$ cat src/rtl/tile_map_sequencer_if.sv
// Tile-draw request bus plus map ROM port shared by the
// sequencer (master) and the tile drawer / ROM side (slave).
interface tile_map_sequencer_if #(
    parameter int MAP_COLS_LOG2 = 6
);
    logic                     draw;
    logic                     drawDone;
    logic [7:0]               tile_id;
    logic [7:0]               origin_x;
    logic [6:0]               origin_y;
    logic [MAP_COLS_LOG2+3:0] map_addr;
    logic [7:0]               rom_data;

    modport master (
        output draw,
        output tile_id,
        output origin_x,
        output origin_y,
        output map_addr,
        input  drawDone,
        input  rom_data
    );

    modport slave (
        input  draw,
        input  tile_id,
        input  origin_x,
        input  origin_y,
        input  map_addr,
        output drawDone,
        output rom_data
    );
endinterface

$ cat src/rtl/tile_map_sequencer.sv
// Walks the visible tile grid row-major, fetches scrolled tile
// indices from the map ROM and issues one draw per tile.
module tile_map_sequencer #(
    parameter int SCREEN_COLS   = 20,
    parameter int SCREEN_ROWS   = 15,
    parameter int MAP_COLS_LOG2 = 6,
    parameter int TILE_LOG2     = 3
) (
    input  logic                     clock,
    input  logic                     resetn,
    input  logic                     start,
    input  logic [MAP_COLS_LOG2-1:0] scroll_col,
    output logic                     busy,
    output logic                     frame_done,
    tile_map_sequencer_if.master     bus
);
    localparam int CW = 8 - TILE_LOG2;
    localparam int RW = 7 - TILE_LOG2;

    localparam logic [CW-1:0] LAST_COL = CW'(SCREEN_COLS - 1);
    localparam logic [RW-1:0] LAST_ROW = RW'(SCREEN_ROWS - 1);

    localparam logic [2:0] S_IDLE  = 3'd0;
    localparam logic [2:0] S_FETCH = 3'd1;
    localparam logic [2:0] S_LATCH = 3'd2;
    localparam logic [2:0] S_REQ   = 3'd3;
    localparam logic [2:0] S_WAIT  = 3'd4;
    localparam logic [2:0] S_ADV   = 3'd5;
    localparam logic [2:0] S_FIN   = 3'd6;

    logic [2:0]               r_state;
    logic [CW-1:0]            r_col;
    logic [RW-1:0]            r_row;
    logic [MAP_COLS_LOG2-1:0] r_scroll;
    logic [7:0]               r_tile;

    logic                     w_last_col;
    logic                     w_last_row;
    logic [MAP_COLS_LOG2-1:0] w_map_col;

    assign w_last_col = (r_col == LAST_COL);
    assign w_last_row = (r_row == LAST_ROW);
    // Map column wraps naturally; no carry into the row field.
    assign w_map_col  = r_scroll + MAP_COLS_LOG2'(r_col);

    assign bus.map_addr = {r_row, w_map_col};
    assign bus.origin_x = {r_col, {TILE_LOG2{1'b0}}};
    assign bus.origin_y = {r_row, {TILE_LOG2{1'b0}}};
    assign bus.tile_id  = r_tile;
    assign bus.draw     = (r_state == S_REQ);
    assign busy         = (r_state != S_IDLE);
    assign frame_done   = (r_state == S_FIN);

    always_ff @(posedge clock or negedge resetn) begin
        if (!resetn) begin
            r_state  <= S_IDLE;
            r_col    <= '0;
            r_row    <= '0;
            r_scroll <= '0;
            r_tile   <= '0;
        end else begin
            unique case (r_state)
                S_IDLE: begin
                    if (start) begin
                        r_scroll <= scroll_col;
                        r_row    <= '0;
                        r_col    <= '0;
                        r_state  <= S_FETCH;
                    end
                end
                S_FETCH: r_state <= S_LATCH;
                S_LATCH: begin
                    r_tile  <= bus.rom_data;
                    r_state <= S_REQ;
                end
                // A high drawDone here is just an idle drawer, not completion.
                S_REQ: begin
                    if (!bus.drawDone) r_state <= S_WAIT;
                end
                S_WAIT: begin
                    if (bus.drawDone) begin
                        if (w_last_col && w_last_row) r_state <= S_FIN;
                        else                          r_state <= S_ADV;
                    end
                end
                S_ADV: begin
                    if (w_last_col) begin
                        r_col <= '0;
                        r_row <= r_row + 1'b1;
                    end else begin
                        r_col <= r_col + 1'b1;
                    end
                    r_state <= S_FETCH;
                end
                S_FIN:   r_state <= S_IDLE;
                default: r_state <= S_IDLE;
            endcase
        end
    end
endmodule
$ cat src/flat_wrapper.sv
// flat-port wrapper written by rule: the top's interface ports become plain ports
module tile_map_sequencer_flat 
#(
    parameter int SCREEN_COLS   = 20,
    parameter int SCREEN_ROWS   = 15,
    parameter int MAP_COLS_LOG2 = 6,
    parameter int TILE_LOG2     = 3
)
  (clock, resetn, start, scroll_col, busy, frame_done, bus_draw, bus_tile_id, bus_origin_x, bus_origin_y, bus_map_addr, bus_drawDone, bus_rom_data);
  tile_map_sequencer_if #(.MAP_COLS_LOG2(MAP_COLS_LOG2)) bus_i ();
  input  logic clock;
  input  logic resetn;
  input  logic start;
  input  logic [MAP_COLS_LOG2-1:0] scroll_col;
  output logic busy;
  output logic frame_done;
  output wire logic [$bits(bus_i.draw)-1:0] bus_draw;
  output wire logic [$bits(bus_i.tile_id)-1:0] bus_tile_id;
  output wire logic [$bits(bus_i.origin_x)-1:0] bus_origin_x;
  output wire logic [$bits(bus_i.origin_y)-1:0] bus_origin_y;
  output wire logic [$bits(bus_i.map_addr)-1:0] bus_map_addr;
  input wire logic [$bits(bus_i.drawDone)-1:0] bus_drawDone;
  input wire logic [$bits(bus_i.rom_data)-1:0] bus_rom_data;
  assign bus_draw = bus_i.draw;
  assign bus_tile_id = bus_i.tile_id;
  assign bus_origin_x = bus_i.origin_x;
  assign bus_origin_y = bus_i.origin_y;
  assign bus_map_addr = bus_i.map_addr;
  assign bus_i.drawDone = bus_drawDone;
  assign bus_i.rom_data = bus_rom_data;
  tile_map_sequencer #(.SCREEN_COLS(SCREEN_COLS), .SCREEN_ROWS(SCREEN_ROWS), .MAP_COLS_LOG2(MAP_COLS_LOG2), .TILE_LOG2(TILE_LOG2)) u_core (.clock(clock), .resetn(resetn), .start(start), .scroll_col(scroll_col), .busy(busy), .frame_done(frame_done), .bus(bus_i));
endmodule
$ cat config.mk
export PLATFORM = sky130hd
export DESIGN_NAME = tile_map_sequencer_flat
export DESIGN_NICKNAME = d
export VERILOG_FILES = /design/src/rtl/tile_map_sequencer_if.sv /design/src/rtl/tile_map_sequencer.sv /design/src/flat_wrapper.sv
export SDC_FILE = /design/constraint.sdc
export NUM_CORES = 1
export LEC_CHECK = 0
export CORE_MARGIN = 2
export CORE_UTILIZATION = 30
export DETAILED_ROUTE_END_ITERATION = 12
export SLEW_MARGIN = 20
export SYNTH_ARGS = -nofsm -noshare
export SYNTH_HDL_FRONTEND = slang
export SYNTH_SLANG_ARGS = --single-unit
$ cat constraint.sdc
create_clock -name clock -period 5.2 [get_ports clock]
set_input_delay 1.04 -clock clock [delete_from_list [all_inputs] [get_ports clock]]
set_output_delay 1.04 -clock clock [all_outputs]
set_load 0.02 [all_outputs]
==> results.sh <==
export IMPL_holdBufCountCts=0
export IMPL_fin_skew_ns=0.00612
export IMPL_cts_buffers=3
export IMPL_p_leak_uw=0.000978
export IMPL_chipHeight_um=77.2
export IMPL_drc=0
export IMPL_synth_edf_count=0
export IMPL_synth_seq_area_share_pct=40.5
export IMPL_port_buffers=47
export IMPL_path_class="register to output port"
export IMPL_num_rows=26
export IMPL_maxCapViolCount=0
export IMPL_maxSlewViolCount=0
export IMPL_die_w_um=77.2
export IMPL_cts_buffer_depth=2
export IMPL_min_period_over_period_pct=68.0
export IMPL_dp_hpwl_mm=2.57
export IMPL_final_hold_violation_count=0
export IMPL_synthTopCellsByArea="dfrtp_1, nand2_1, mux2_2"
export IMPL_drive_gt1_share_pct=11.0
export IMPL_pin_count=54
export IMPL_rsz0062_at_grt="no"
export IMPL_startpoint="u_core.r_col[0]"
export IMPL_r2r_slack_ns=3.48
export IMPL_area_growth_pct=33.9
export IMPL_irDropWorstVdd_uv=261
export IMPL_dr_pass1_iters=4
export IMPL_core_sq_um=5140
export IMPL_cts_clk_slew_worst_paths_ns=0.09
export IMPL_grt_overflow_total=0
export IMPL_timing_rr_start="u_core.r_state[2]"
export IMPL_cts_resized=0
export IMPL_viasPerCell=4.56
export IMPL_antenna_found_initial=0
export IMPL_synth_cell_area_sq_um=1610
export IMPL_routedWlPerCell_um=12.6
export IMPL_grt_max_degree=27
export IMPL_period_minus_slack_ns=3.54
export IMPL_yosysTopAreaCell="dfrtp_1"
export IMPL_fin_util_pct=41.8
export IMPL_cts_sinks=26
export IMPL_fillers=557
export IMPL_ff2ff_path_depth=3
export IMPL_fmax_ghz=0.283
export IMPL_avgSynthCellArea_sq_um=10.2
export IMPL_setup_viol=0
export IMPL_hp_class="register to register"
export IMPL_worst_ep_required_time_ns=4.16
export IMPL_clk_latency_ns=0.27
export IMPL_place_congestion=0.712
export IMPL_ys_types=47
export IMPL_nets=228
export IMPL_startpoint_type="register"
export IMPL_cp_slowest_stage_delay_ns=0.63
export IMPL_htree_num_levels=1
export IMPL_yosys_warnings=0
export IMPL_ys_flop_type="dfrtp_1"
export IMPL_synth_cells=158
export IMPL_yosysTopAreaCellShare_pct=40.5
export IMPL_finalSetupTns_ns=0
export IMPL_track_usage_pct=12.1
export IMPL_dr_first_iter_drc_count=39
export IMPL_ys_ff_latch=26
export IMPL_wirelength_mm=3.41
export IMPL_outcome="finished clean"
export IMPL_ys_async_sr_fraction_pct=100
export IMPL_worstPathArrival_ns=2.50
export IMPL_cts_tree="done"
export IMPL_worstReg2RegEnd="u_core.r_row[0]"
export IMPL_dieArea_sq_um=5960
export IMPL_antenna_left=0
export IMPL_relSlewSlack_pct=62.2
export IMPL_pwr_density_cell_nw_per_um2=598
export IMPL_antenna_diode_count=0
export IMPL_crit_chain="ha_1, fa_1, a21o_1, a21oi_1, xnor2_1, clkdlybuf4s50_1"
export IMPL_endpoint="bus_map_addr[4]"
export IMPL_start_util_pct=31.3
export IMPL_grt_pass1_vias=1248
export IMPL_cts_root_buf="clkbuf_8"
export IMPL_vias=1230
export IMPL_tightest_slew_ns=0.567
export IMPL_crit_path_top_delay_cell="clkdlybuf4s50_1"
export IMPL_cp_end_kind="output port"
export IMPL_critPathMaxFanout=7
export IMPL_postCtsSetupBuffers=0
export IMPL_grt_pass1_wl_mm=5.87
where the power goes:
group	total, uW	switching, uW	internal (uW)
logic	715	340	375
clock network	168	65.3	103
registers	403	118	285
total	1290	523	763
through the flow:
step	area [sq um]	total power [uW]	hold slack, ns	worst slack [ns]	cells
final	2150	1290	0.486	1.66	270
after global routing	2150	1380	0.539	1.51	270
after CTS	2150	1300	0.491	1.63	270
after detailed placement	2080	1130	0.467	1.94	266
after global placement	2080	1120	0.464	1.98	266
after floorplan	1630	859	0.449	2.43	163
layer usage:
metal	part of all wire, %	GRT usage (%)	wire length [um]	vias to the layer above
met3	3.7	2.00	127	2
li1	-	-	-	626
met4	0.56	3.21	19	0
met1	48	15.8	1650	578
met2	47	20.6	1620	24
met5	0	0	0	-
cell families (layout without fill, tap and decap cells):
kind of cell    Yosys count  in the layout  share of synthesized area, %
other cells               1              6                         0.233
flops                    26             26                          40.5
compound gates           26             26                          11.8
mux                      12             12                          8.18
buf+inv                  19             56                          7.87
simple gates             62             62                          22.3
fa+ha+maj                 9              9                          7.48
xor+xnor                  3              3                          1.64
final cells by class:
class / instances / area, sq um / share of cell area [%]
sequential: 26 / 651 / 30.3
multi-input combinational: 118 / 848 / 39.4
clock buffer: 3 / 41.3 / 1.92
timing repair buffer: 48 / 478 / 22.2
clock inverter: 1 / 30.0 / 1.40
tap: 70 / 87.6 / 4.07
inverter: 4 / 15.0 / 0.698
synthesized netlist by cell type, types with 2 or more instances:
master    count
nand3_1       6
nor2b_1       3
a31oi_1       2
ha_1          8
buf_2         2
mux2_2        9
o211ai_1      2
mux2i_1       3
a21o_1        2
nand2_1      30
dfrtp_1      26
or3_1         2
o21ai_0       2
buf_4        12
inv_1         4
and3_1        2
nand2b_1      3
a21oi_1       6
xnor2_1       2
nor2_1        5
state kept, by name (all words and copies together), names as in the netlist:
name,flops
u_core.bus.tile_id,8
u_core.r_scroll,6
u_core.r_col,5
u_core.r_row,4
u_core.r_state,3
critical path: cells and delay by family, from the launching register on:
| kind | cells | cell delay, ns |
|---|---|---|
| buf+inv | 1 | 0.63 |
| compound gates | 2 | 0.33 |
| fa+ha+maj | 2 | 0.68 |
| xor+xnor | 1 | 0.14 |
| flops | 1 | 0.46 |
cell usage in the layout, fill, tap and decap left out, types with 3 or more instances in the layout:
cell and n:
conb_1 6, nand3_1 6, inv_1 4, clkdlybuf4s50_1 47, dfrtp_1 26, mux2_2 9
ha_1 8, nand2b_1 3, mux2i_1 3, nor2_1 5, nand2_1 30, a21oi_1 6
clkbuf_8 3, nor2b_1 3
worst min-delay path by stage:
stage / start / to / slack [ns] / depth (start not counted)
floorplan: u_core.r_scroll[0] / u_core.r_scroll[0] / 0.45 / 2
global placement: u_core.r_scroll[4] / u_core.r_scroll[4] / 0.46 / 2
detailed placement: u_core.r_scroll[4] / u_core.r_scroll[4] / 0.47 / 2
CTS: u_core.r_scroll[4] / u_core.r_scroll[4] / 0.49 / 2
global route: u_core.r_scroll[0] / u_core.r_scroll[0] / 0.54 / 2
finish: u_core.r_scroll[0] / u_core.r_scroll[0] / 0.49 / 2
Power figures use the tool's default switching activity.
